$ cat config.mk
export PLATFORM = sky130hd
export DESIGN_NAME = av_palette_loader
export DESIGN_NICKNAME = d
export VERILOG_FILES = /design/src/rtl/av_palette_loader.sv
export SDC_FILE = /design/constraint.sdc
export NUM_CORES = 1
export LEC_CHECK = 0
export BUFFER_PORTS_ARGS = -buffer_cell sky130_fd_sc_hd__buf_2
export CAP_MARGIN = 25
export CELL_PAD_IN_SITES_DETAIL_PLACEMENT = 1
export CELL_PAD_IN_SITES_GLOBAL_PLACEMENT = 2
export CORE_ASPECT_RATIO = 1.25
export CORE_MARGIN = 1.5
export CORE_UTILIZATION = 30
export DETAILED_ROUTE_END_ITERATION = 10
export GPL_TIMING_DRIVEN = 0
export PLACE_DENSITY_LB_ADDON = 0.1
export SLEW_MARGIN = 20
export SYNTH_ARGS = -nofsm -noshare
export SYNTH_HDL_FRONTEND = slang
export SYNTH_SLANG_ARGS = --single-unit
$ cat constraint.sdc
create_clock -name clk_sys -period 3.5 [get_ports clk_sys]
set_clock_uncertainty 0.15 [all_clocks]
set_input_delay 0.35 -clock clk_sys [delete_from_list [all_inputs] [get_ports clk_sys]]
set_output_delay 0.35 -clock clk_sys [all_outputs]
set_load 0.02 [all_outputs]
$ cat src/rtl/av_palette_loader.sv
// av_palette_loader
// Captures a 16-byte GBP palette file from the HPS download channel into a
// shadow buffer, checks that every byte slot was written, and commits the
// foreground/background colours atomically on the next vblank rising edge.
//
// Ports:
//   clk_sys     system clock, all logic on its rising edge
//   reset       asynchronous active-high reset
//   dl_active   palette download in progress
//   dl_wr       one-cycle byte strobe
//   dl_addr     byte offset within the file
//   dl_data     byte value
//   vblank      vertical blank, synchronous to clk_sys
//   color_fg    committed foreground RGB {R,G,B} (shadow bytes 0..2)
//   color_bg    committed background RGB {R,G,B} (shadow bytes 9..11)
//   pal_loaded  sticky, set by the first successful commit
//   busy        high while loading or waiting for vblank
//   err         last download ended with unwritten bytes
module av_palette_loader #(
    parameter logic [23:0] DEF_FG = 24'h828214,
    parameter logic [23:0] DEF_BG = 24'h1A3B49
) (
    input  logic        clk_sys,
    input  logic        reset,
    input  logic        dl_active,
    input  logic        dl_wr,
    input  logic [24:0] dl_addr,
    input  logic [7:0]  dl_data,
    input  logic        vblank,
    output logic [23:0] color_fg,
    output logic [23:0] color_bg,
    output logic        pal_loaded,
    output logic        busy,
    output logic        err
);

    typedef enum logic [1:0] {
        ST_IDLE,
        ST_LOAD,
        ST_PENDING
    } state_t;

    state_t      state, state_next;
    logic        dl_active_d, vblank_d;
    logic [7:0]  shadow [16];
    logic [15:0] mask, mask_next;
    logic        err_next;
    logic        commit;
    logic        dl_rise, dl_fall, vb_rise;
    logic        byte_hit;
    logic [3:0]  byte_idx;

    assign dl_rise  = dl_active & ~dl_active_d;
    assign dl_fall  = ~dl_active & dl_active_d;
    assign vb_rise  = vblank & ~vblank_d;
    assign byte_hit = dl_wr & dl_active & (dl_addr < 25'd16);
    assign byte_idx = dl_addr[3:0];
    assign busy     = (state != ST_IDLE);

    // Byte writes are gated only by dl_active, so a strobe in the same cycle
    // as the dl_active rise lands in the freshly cleared mask.
    always_comb begin
        state_next = state;
        mask_next  = mask;
        err_next   = err;
        commit     = 1'b0;
        if (dl_rise) begin
            // A new download abandons any pending commit.
            mask_next  = '0;
            err_next   = 1'b0;
            state_next = ST_LOAD;
        end else begin
            case (state)
                ST_LOAD: begin
                    if (dl_fall) begin
                        if (mask == 16'hFFFF) begin
                            state_next = ST_PENDING;
                        end else begin
                            err_next   = 1'b1;
                            state_next = ST_IDLE;
                        end
                    end
                end
                ST_PENDING: begin
                    if (vb_rise) begin
                        commit     = 1'b1;
                        state_next = ST_IDLE;
                    end
                end
                default: ;
            endcase
        end
        if (byte_hit) begin
            mask_next[byte_idx] = 1'b1;
        end
    end

    always_ff @(posedge clk_sys or posedge reset) begin
        if (reset) begin
            state       <= ST_IDLE;
            mask        <= '0;
            err         <= 1'b0;
            dl_active_d <= 1'b0;
            vblank_d    <= 1'b0;
            color_fg    <= DEF_FG;
            color_bg    <= DEF_BG;
            pal_loaded  <= 1'b0;
        end else begin
            state       <= state_next;
            mask        <= mask_next;
            err         <= err_next;
            dl_active_d <= dl_active;
            vblank_d    <= vblank;
            if (commit) begin
                color_fg   <= {shadow[0], shadow[1], shadow[2]};
                color_bg   <= {shadow[9], shadow[10], shadow[11]};
                pal_loaded <= 1'b1;
            end
        end
    end

    // Shadow contents need no reset: the mask decides whether they are used.
    always_ff @(posedge clk_sys) begin
        if (byte_hit) begin
            shadow[byte_idx] <= dl_data;
        end
    end

endmodule

==> results of run 1 <==
cell families (layout without fill, tap and decap cells):
family          count (synthesis)  in the layout  synth area share
buf+inv                        28            151            0.0279
mux                            48             48             0.127
flops                         118            118             0.708
compound gates                 20             20            0.0375
simple gates                   63             63            0.0968
fa+ha+maj                       1              1           0.00276
through the flow:
step	std cells	instance area [µm²]	utilization	hold slack, ns	power [mW]
6_report	583	5930	0.398	0.0900	3.40
5_1_grt	583	5930	0.398	0.0850	3.52
4_1_cts	583	5930	0.398	0.0828	3.46
3_5_place_dp	548	5270	0.354	0.261	1.59
3_3_place_gp	544	5180	0.348	0.295	1.58
2_1_floorplan	278	4540	-	0.231	1.53
layer usage:
metal  part of all wire  vias to the layer above
li1                   -                     1247
met1               0.42                     1401
met4              0.015                        0
met5                  0                        -
met2               0.53                       59
met3              0.036                       14
cell usage in the layout (no fill, tap or decap), types with 4 or more instances in the layout:
master | synthesis | final
dfrtp_1 | 53 | 53
nor2b_1 | 4 | 4
nor4_4 | 2 | 5
clkbuf_1 | 7 | 8
bufinv_16 | 0 | 4
o31ai_2 | 7 | 7
buf_2 | 5 | 90
mux2_4 | 9 | 9
clkbuf_16 | 0 | 17
nand4_1 | 14 | 14
nand2b_1 | 13 | 13
inv_1 | 14 | 13
mux2_2 | 39 | 39
nand3_1 | 7 | 7
inv_6 | 0 | 4
dfstp_2 | 17 | 17
o22ai_1 | 9 | 9
edfxtp_1 | 48 | 48
power by group through the flow:
stage / clock network (mW) / logic (mW) / registers [mW]
finish: 1.85 / 0.106 / 1.45
global route: 1.95 / 0.119 / 1.45
CTS: 1.90 / 0.110 / 1.45
detailed placement: 0 / 0.108 / 1.48
global placement: 0 / 0.100 / 1.48
floorplan: 0 / 0.0450 / 1.48
state kept, by name, indices dropped and copies added (netlist names):
name         cells
color_bg        24
dl_active_d      1
state            2
pal_loaded       1
shadow          48
err              1
vblank_d         1
mask            16
color_fg        24
worst max-delay path, cell delays in order:
cell and delay, ns:
dlygate4sd3_1 0.53, buf_2 0.12, nor3b_1 0.18, nand4_1 0.24
buf_2 0.32, nor4_4 0.76
worst min-delay path by stage:
stage                    start            to  cells after the start
global route        dl_data[7]  shadow[2][7]                      1
CTS                 dl_data[7]  shadow[2][7]                      1
global placement    pal_loaded    pal_loaded                      1
detailed placement       reset  color_fg[12]                      2
finish              dl_data[0]  shadow[2][0]                      1
floorplan            dl_active   dl_active_d                      0
area by class of cell:
type,count,share of cell area
Sequential cell,118,0.542
Multi-Input combinational cell,132,0.209
Timing Repair Buffer,91,0.0827
Clock buffer,18,0.0724
Tap cell,182,0.0384
Clock inverter,14,0.0335
Buffer,14,0.0124
Inverter,14,0.00928
==> out/results.txt, run 1 <==
Status: finished clean
Pwr per Cell Area: 574 mW/mm²
WL/cell: 18.1 µm
Routing usage on met2: 0.253
Placer congestion estimate: 0.758
Clock tree from TritonCTS: yes
Lkg Pwr: 2.64 nW
Synth warnings: 0
GR Util All Layers: 0.145
Die H: 140 µm
Synth unique cells: 32
Sink Count: 118
Number of diodes: 0
Clk network pwr share: 0.542
Post-CTS Setup Bufs: 0
DRT antenna net count: 0
Synthesized flop and latch total: 118
Initial DRC count: 56
I/O pin total: 89
Primary FF master, synth: dfrtp_1
Worst min path class: in2reg
Die area: 0.0159 mm²
H-tree levels: 4
Crit-path max FO: 10
Pin count of the biggest net entering global routing: 39
Share of cells above drive strength 1: 0.526
Area growth, synth to finish: 30.7%
Final setup vio count: 0
Vias in the first global route: 2958
Fin crit share: 0.748
Final Critical Period: 2.62 ns
Clk pin slew, worst setup/hold paths: 0.06 ns
Least-Margin Pin Slew: 0.779 ns
Startpoint types: input pin
Core footprint: 0.0149 mm²
Clk buf depth: 2
Crit path launch: dl_active
Port buffer count: 84
Top area cells in the synthesized netlist: edfxtp_1, dfrtp_1, dfstp_2
First-pass GRT wire length: 17.1 mm
Die Width: 113 µm
Worst vdd ir: 0.195 mV
Via count: 2721
Switching pwr: 0.721 mW
CP endpoint: shadow[10][7]
Nets: 427
Syn Area/Cell: 16.3 µm²
Top cells by count, synth: dfrtp_1, edfxtp_1, mux2_2
Area of the multi-input gates: 0.00124 mm²
Global route hottest layer: met2
Grt met3 use: 0.0376
Met1 Use GR: 0.171
Remaining DRCs: 0
Cts bufs inserted: 17
Relative slew slack: 0.477
Syn Inst Count: 278
Post-synthesis sequential area ratio: 0.708
Critical Path RT: 3.38 ns
Switch share: 0.212
RSZ-0062 raised after global routing: false
WS Path Type: in2reg
Worst slack at placement: 0.810 ns
Post-CTS sizing: 0
Max-cap violations: 0
Reg2reg start: dl_active_d
Post-synth ARST share: 0.593
Initial antenna violation count: 0
Number of hold buffers added after cts: 3
Slew Limit Fails: 0
CP Capture Type: flop
Crit path arrival time: 2.50 ns
Post-DP HPWL: 7.31 mm
Sequential power share: 0.427
Rows: 50
FF+latch area: 0.00321 mm²
Filler cell count: 1526
Worst flop-to-flop path endpoint: color_bg[23]
Vias/cell: 4.67
Cell with the most instances after synthesis: dfrtp_1
Pint: 2.68 mW
CTS root buffer: clkbuf_16
Pre-Repair DR Iteration Count: 4
Gr ovfl total: 0
Logic pwr share: 0.031
Final WL: 10.6 mm
Clk_lat worst skew: 0.41 ns
Leading area contributor after synthesis: edfxtp_1
Syn Std Cell Area: 0.00454 mm²
R2R depth: 6
Yosys top cell area share: 0.318
F_max: 382 MHz
Post-synth EDFFs: 48
Initial Util: 0.305
Setup tns final: 0 ns
Final worst slack: 0.881 ns
Final Hold Viols: 0
Worst R2R Setup Slack: 1.53 ns
Mapped Nets: 317
Note: power is estimated with default switching activity, not from simulation.
==> inputs of run 2 (changes only) <==
Clock period 3.5 ns to 2.35 ns, I/O delays scaled along.
==> out/results.txt, run 2 (synthesized netlist as in run 1, its figures left out) <==
Status: finished clean
Port buffer count: 84 (unchanged)
Area growth, synth to finish: 31.6%
Crit path arrival time: 1.99 ns (-0.51 ns)
Final Hold Viols: 0 (unchanged)
H-tree levels: 4 (unchanged)
Rows: 50 (unchanged)
FF+latch area: 0.00321 mm² (unchanged)
DRT antenna net count: 0 (unchanged)
Nets: 434 (+1.6%)
WL/cell: 17.3 µm (-4.4%)
WS Path Type: in2reg
Relative slew slack: 0.514 (+0.0370)
Most flops, register: shadow
Die Width: 113 µm (unchanged)
Lkg Pwr: 2.66 nW (+0.68%)
RSZ-0062 raised after global routing: false
CP Capture Type: flop
Initial antenna violation count: 0 (unchanged)
Hold WS: 0.0211 ns (-0.0689 ns)
CTS root buffer: clkbuf_16
Grt met3 use: 0.0407 (+0.00303)
Clock tree from TritonCTS: yes
Most frequent cells in the layout: buf_2, dfrtp_1, edfxtp_1
Met1 Use GR: 0.164 (-0.00770)
Final Critical Period: 2.11 ns
Slew Limit Fails: 0 (unchanged)
Pin count of the biggest net entering global routing: 38 (-2.6%)
Routing usage on met2: 0.245 (-0.00834)
Startpoint types: input pin
Core footprint: 0.0149 mm² (unchanged)
Critical Path RT: 2.23 ns (-1.15 ns)
Clk buf depth: 2 (unchanged)
Gr ovfl total: 0 (unchanged)
Pint: 3.92 mW (+46%)
Max-cap violations: 0 (unchanged)
GR Util All Layers: 0.142 (-0.00376)
Placer congestion estimate: 0.700 (-7.7%)
Initial DRC count: 100 (+79%)
Initial Util: 0.305 (unchanged)
Clk_lat worst skew: 0.41 ns (about the same)
Crit-path max FO: 10 (unchanged)
Final worst slack: 0.243 ns (-0.638 ns)
Top flop regs: shadow: 48 flops, color_bg: 24 flops, color_fg: 24 flops
Least-Margin Pin Slew: 0.724 ns (-0.0551 ns)
Worst vdd ir: 0.393 mV (+100%)
Global route hottest layer: met2
Sink Count: 118 (unchanged)
Commonest non-fill, non-tap cell in the layout: buf_2
Largest register FFs: 48 (unchanged)
Switching pwr: 0.947 mW (+31%)
Cts bufs inserted: 17 (unchanged)
Filler cell count: 1560 (+2.2%)
Area of the multi-input gates: 0.00125 mm² (+0.71%)
Fin crit share: 0.896
Post-DP HPWL: 7.18 mm (-1.8%)
Pre-Repair DR Iteration Count: 5 (+1)
Pwr per Cell Area: 814 mW/mm² (+42%)
Vias/cell: 4.60 (-1.4%)
Clk pin slew, worst setup/hold paths: 0.05 ns (about the same)
Final setup vio count: 0 (unchanged)
First-pass GRT wire length: 16.5 mm (-3.4%)
F_max: 475 MHz
Util after Layout: 0.401 (+0.00277)
Switch share: 0.195 (-0.0169)
Die area: 0.0159 mm² (unchanged)
Share of cells above drive strength 1: 0.500 (-0.0262)
I/O pin total: 89 (unchanged)
Vias in the first global route: 2971 (+0.44%)
Final WL: 10.2 mm (-3.3%)
Sequential power share: 0.445 (+0.018)
Clk network pwr share: 0.520 (-0.022)
Number of diodes: 0 (unchanged)
Worst min path class: in2reg
Worst slack at placement: -0.476 ns (-1.29 ns)
Worst R2R Setup Slack: 0.43 ns (-1.10 ns)
Via count: 2715 (-0.22%)
Remaining DRCs: 0 (unchanged)
Die H: 140 µm (unchanged)
Logic pwr share: 0.035 (+0.004)
## run 2: changes by cell type in the layout (fill, tap and decap cells not counted), sizes merged
cell	before	now
clkbuf	25	35
dlygate4sd3	3	11
inv	18	14
clkinv	5	2
bufinv	4	2
buf	95	94
clkinvlp	1	0
## run 2: path summary, 6_finish.rpt
kind                              from            end  depth (start not counted)
setup / recovery           dl_addr[11]  shadow[11][6]                          5
hold / removal             dl_addr[14]        mask[9]                          4
setup reg to reg              state[0]   color_bg[23]                          5
hold reg to reg             pal_loaded     pal_loaded                          1
max in group asynchronous        reset    color_bg[3]                          4
min in group asynchronous        reset    dl_active_d                          3
## run 2: layer usage
layer | share of wire | up-vias | routed length [µm]
met4 | 0.016 | 0 | 166
met1 | 0.42 | 1369 | 4270
met3 | 0.040 | 12 | 409
met5 | 0 | - | 0
met2 | 0.53 | 64 | 5370
li1 | - | 1270 | -
## run 2: power groups by stage
stage	clock network, mW	logic, mW	registers [mW]
floorplan	0	0.0673	2.21
CTS	2.59	0.174	2.17
detailed placement	0	0.159	2.20
global placement	0	0.149	2.20
finish	2.53	0.168	2.17
global route	2.68	0.189	2.16
## run 2: metrics by stage
step,cells,setup TNS [ns],area [µm²],power (mW)
after floorplan,278,0,4540,2.27
after global placement,544,-87.85,5190,2.35
after detailed placement,547,-10.30,5270,2.36
after CTS,590,0,5970,4.93
after global routing,590,0,5970,5.03
final,590,0,5970,4.86
## run 2: final cells by class
class / instances / area share
Buffer: 14 / 0.0124
Clock buffer: 28 / 0.0865
Clock inverter: 4 / 0.0115
Inverter: 14 / 0.00922
Multi-Input combinational cell: 132 / 0.209
Sequential cell: 118 / 0.538
Tap cell: 182 / 0.0381
Timing Repair Buffer: 98 / 0.0947
## run 2: critical path: stages
cell and delay, ns:
buf_2 0.10, nor4b_1 0.31, nand4_1 0.30, buf_2 0.35, nor4_4 0.70
## run 2: repair_timing
| item | in CTS | in global routing |
|---|---|---|
| hold endpoints to repair | 80 | 0 |
| buffers inserted | 0 | 0 |
| setup endpoints to repair | 8 | 0 |
| hold buffers | 11 | 0 |
| gates resized for setup | 1 | 0 |
==> inputs of run 3 (changes only) <==
Settings changed: PLACE_DENSITY set to 0.69, PLACE_DENSITY_LB_ADDON 0.1 to not set.
==> out/results.txt, run 3 (synthesized netlist as in run 1, its figures left out) <==
Lkg Pwr: 2.63 nW (-1.0%)
Final WL: 9.85 mm (-3.6%)
Area of the multi-input gates: 0.00125 mm² (unchanged)
Pin count of the biggest net entering global routing: 52 (+37%)
Initial Util: 0.305 (unchanged)
Vias in the first global route: 3020 (+1.6%)
Nets: 434 (unchanged)
Remaining DRCs: 1 (+1)
Post-CTS Setup Bufs: 0 (unchanged)
I/O pin total: 89 (unchanged)
F_max: 476 MHz (+0.32%)
WS Path Type: in2reg
Layout Cells excl Fill: 590 (unchanged)
Worst R2R Setup Slack: 0.43 ns (about the same)
Initial antenna violation count: 0 (unchanged)
Most frequent cells in the layout: buf_2, dfrtp_1, edfxtp_1
Via count: 2734 (+0.70%)
Post-Place Cells: 547 (unchanged)
Die Width: 113 µm (unchanged)
Least-Margin Pin Slew: 0.736 ns (+0.0123 ns)
First-pass GRT wire length: 16.1 mm (-2.8%)
CTS root buffer: clkbuf_16
Clk_lat worst skew: 0.41 ns (about the same)
Most flops, register: shadow
Rows: 50 (unchanged)
Util after Layout: 0.399 (-0.00168)
Share of cells above drive strength 1: 0.515 (+0.0147)
Filler cell count: 1564 (+0.26%)
Vias/cell: 4.63 (+0.70%)
Post-DP HPWL: 6.94 mm (-3.3%)
Crit-path max FO: 10 (unchanged)
Fin crit share: 0.894 (-0.00287)
Slew Limit Fails: 0 (unchanged)
Critical Path RT: 2.23 ns (about the same)
Final Critical Period: 2.10 ns (-0.00675 ns)
FF+latch area: 0.00321 mm² (unchanged)
Initial DRC count: 131 (+31%)
Placer congestion estimate: 0.701 (+0.14%)
Clock tree from TritonCTS: yes
Relative slew slack: 0.505 (-0.00829)
Failing checks: design-rule violations
Commonest non-fill, non-tap cell in the layout: buf_2
Crit path launch: dl_addr[20]
DRT antenna net count: 0 (unchanged)
Die area: 0.0159 mm² (unchanged)
Sink Count: 118 (unchanged)
Core footprint: 0.0149 mm² (unchanged)
Hold_sp: dl_addr[14]
H-tree levels: 4 (unchanged)
Crit path arrival time: 1.98 ns (about the same)
Pwr per Cell Area: 794 mW/mm² (-2.5%)
Clk buf depth: 2 (unchanged)
RSZ-0062 raised after global routing: false
Pre-Repair DR Iteration Count: 7 (+2)
Startpoint types: input pin
Max-cap violations: 0 (unchanged)
Status: finished with violations
WL/cell: 16.7 µm (-3.6%)
Clk pin slew, worst setup/hold paths: 0.05 ns (about the same)
R2R depth: 6 (+1)
CP endpoint: shadow[11][1]
Reg2reg start: dl_active_d
Tot Pwr: 4.72 mW (-2.9%)
Worst min path class: in2reg
Top flop regs: shadow: 48 flops, color_bg: 24 flops, color_fg: 24 flops
Port buffer count: 84 (unchanged)
Largest register FFs: 48 (unchanged)
Number of diodes: 0 (unchanged)
Gr ovfl total: 0 (unchanged)
CP Capture Type: flop
Worst flop-to-flop path endpoint: color_bg[18]
Area growth, synth to finish: 31.1%
Final Hold Viols: 0 (unchanged)
Cts bufs inserted: 17 (unchanged)
Worst vdd ir: 0.454 mV (+15%)
GR Util All Layers: 0.134 (-0.00758)
Final setup vio count: 0 (unchanged)
Die H: 140 µm (unchanged)
[run 3: stage by stage]
stage          TNS, ns  instance area, µm²  hold slack [ns]  setup slack (ns)
2_1_floorplan        0                4540            0.116            0.0350
3_3_place_gp    -64.87                5190            0.212            -0.801
3_5_place_dp    -10.09                5250           0.0647            -0.443
4_1_cts              0                5930          0.00481            0.0550
5_1_grt              0                5950           0.0265             0.142
6_report             0                5950           0.0219             0.250
[run 3: cell type report]
class | count | share of cell area
tap | 182 | 0.0383
clock inverter | 14 | 0.0217
timing repair buffer | 98 | 0.0955
multi-input combinational | 132 | 0.210
clock buffer | 18 | 0.0722
inverter | 14 | 0.00926
buffer | 14 | 0.0124
sequential | 118 | 0.541
[run 3: what timing repair did]
item / 4_1_cts / 5_1_grt
resized for setup: 1 / 2
hold buffers: 11 / 0
endpoints found under the setup margin: 4 / 16
endpoints found under the hold margin: 98 / 0
gates cloned: 0 / 0
[run 3: worst max-delay path: stages]
cell	delay (ns)
buf_2	0.11
nor4_4	0.58
nand2_4	0.16
buf_6	0.21
nor4_4	0.68
[run 3: how the worst min path moves through the flow]
| stage | end | slack, ns | cells past startpoint |
|---|---|---|---|
| final | mask[10] | 0.02 | 4 |
| after floorplan | dl_active_d | 0.12 | 0 |
| after CTS | mask[10] | 0.005 | 4 |
| after detailed placement | vblank_d | 0.06 | 2 |
| after global routing | mask[1] | 0.03 | 4 |
| after global placement | vblank_d | 0.21 | 1 |
[run 3: where the power goes]
part / switching, mW / internal, mW / total, mW
logic: 0.106 / 0.0625 / 0.169
clock network: 0.932 / 1.46 / 2.39
registers: 0.00668 / 2.16 / 2.16
[run 3: per-layer routing]
layer | vias up | GRT usage | wire length (µm)
met5 | - | 0 | 0
met3 | 16 | 0.0381 | 387
li1 | 1266 | - | -
met1 | 1380 | 0.154 | 4160
met2 | 72 | 0.232 | 5150
met4 | 0 | 0.0592 | 161
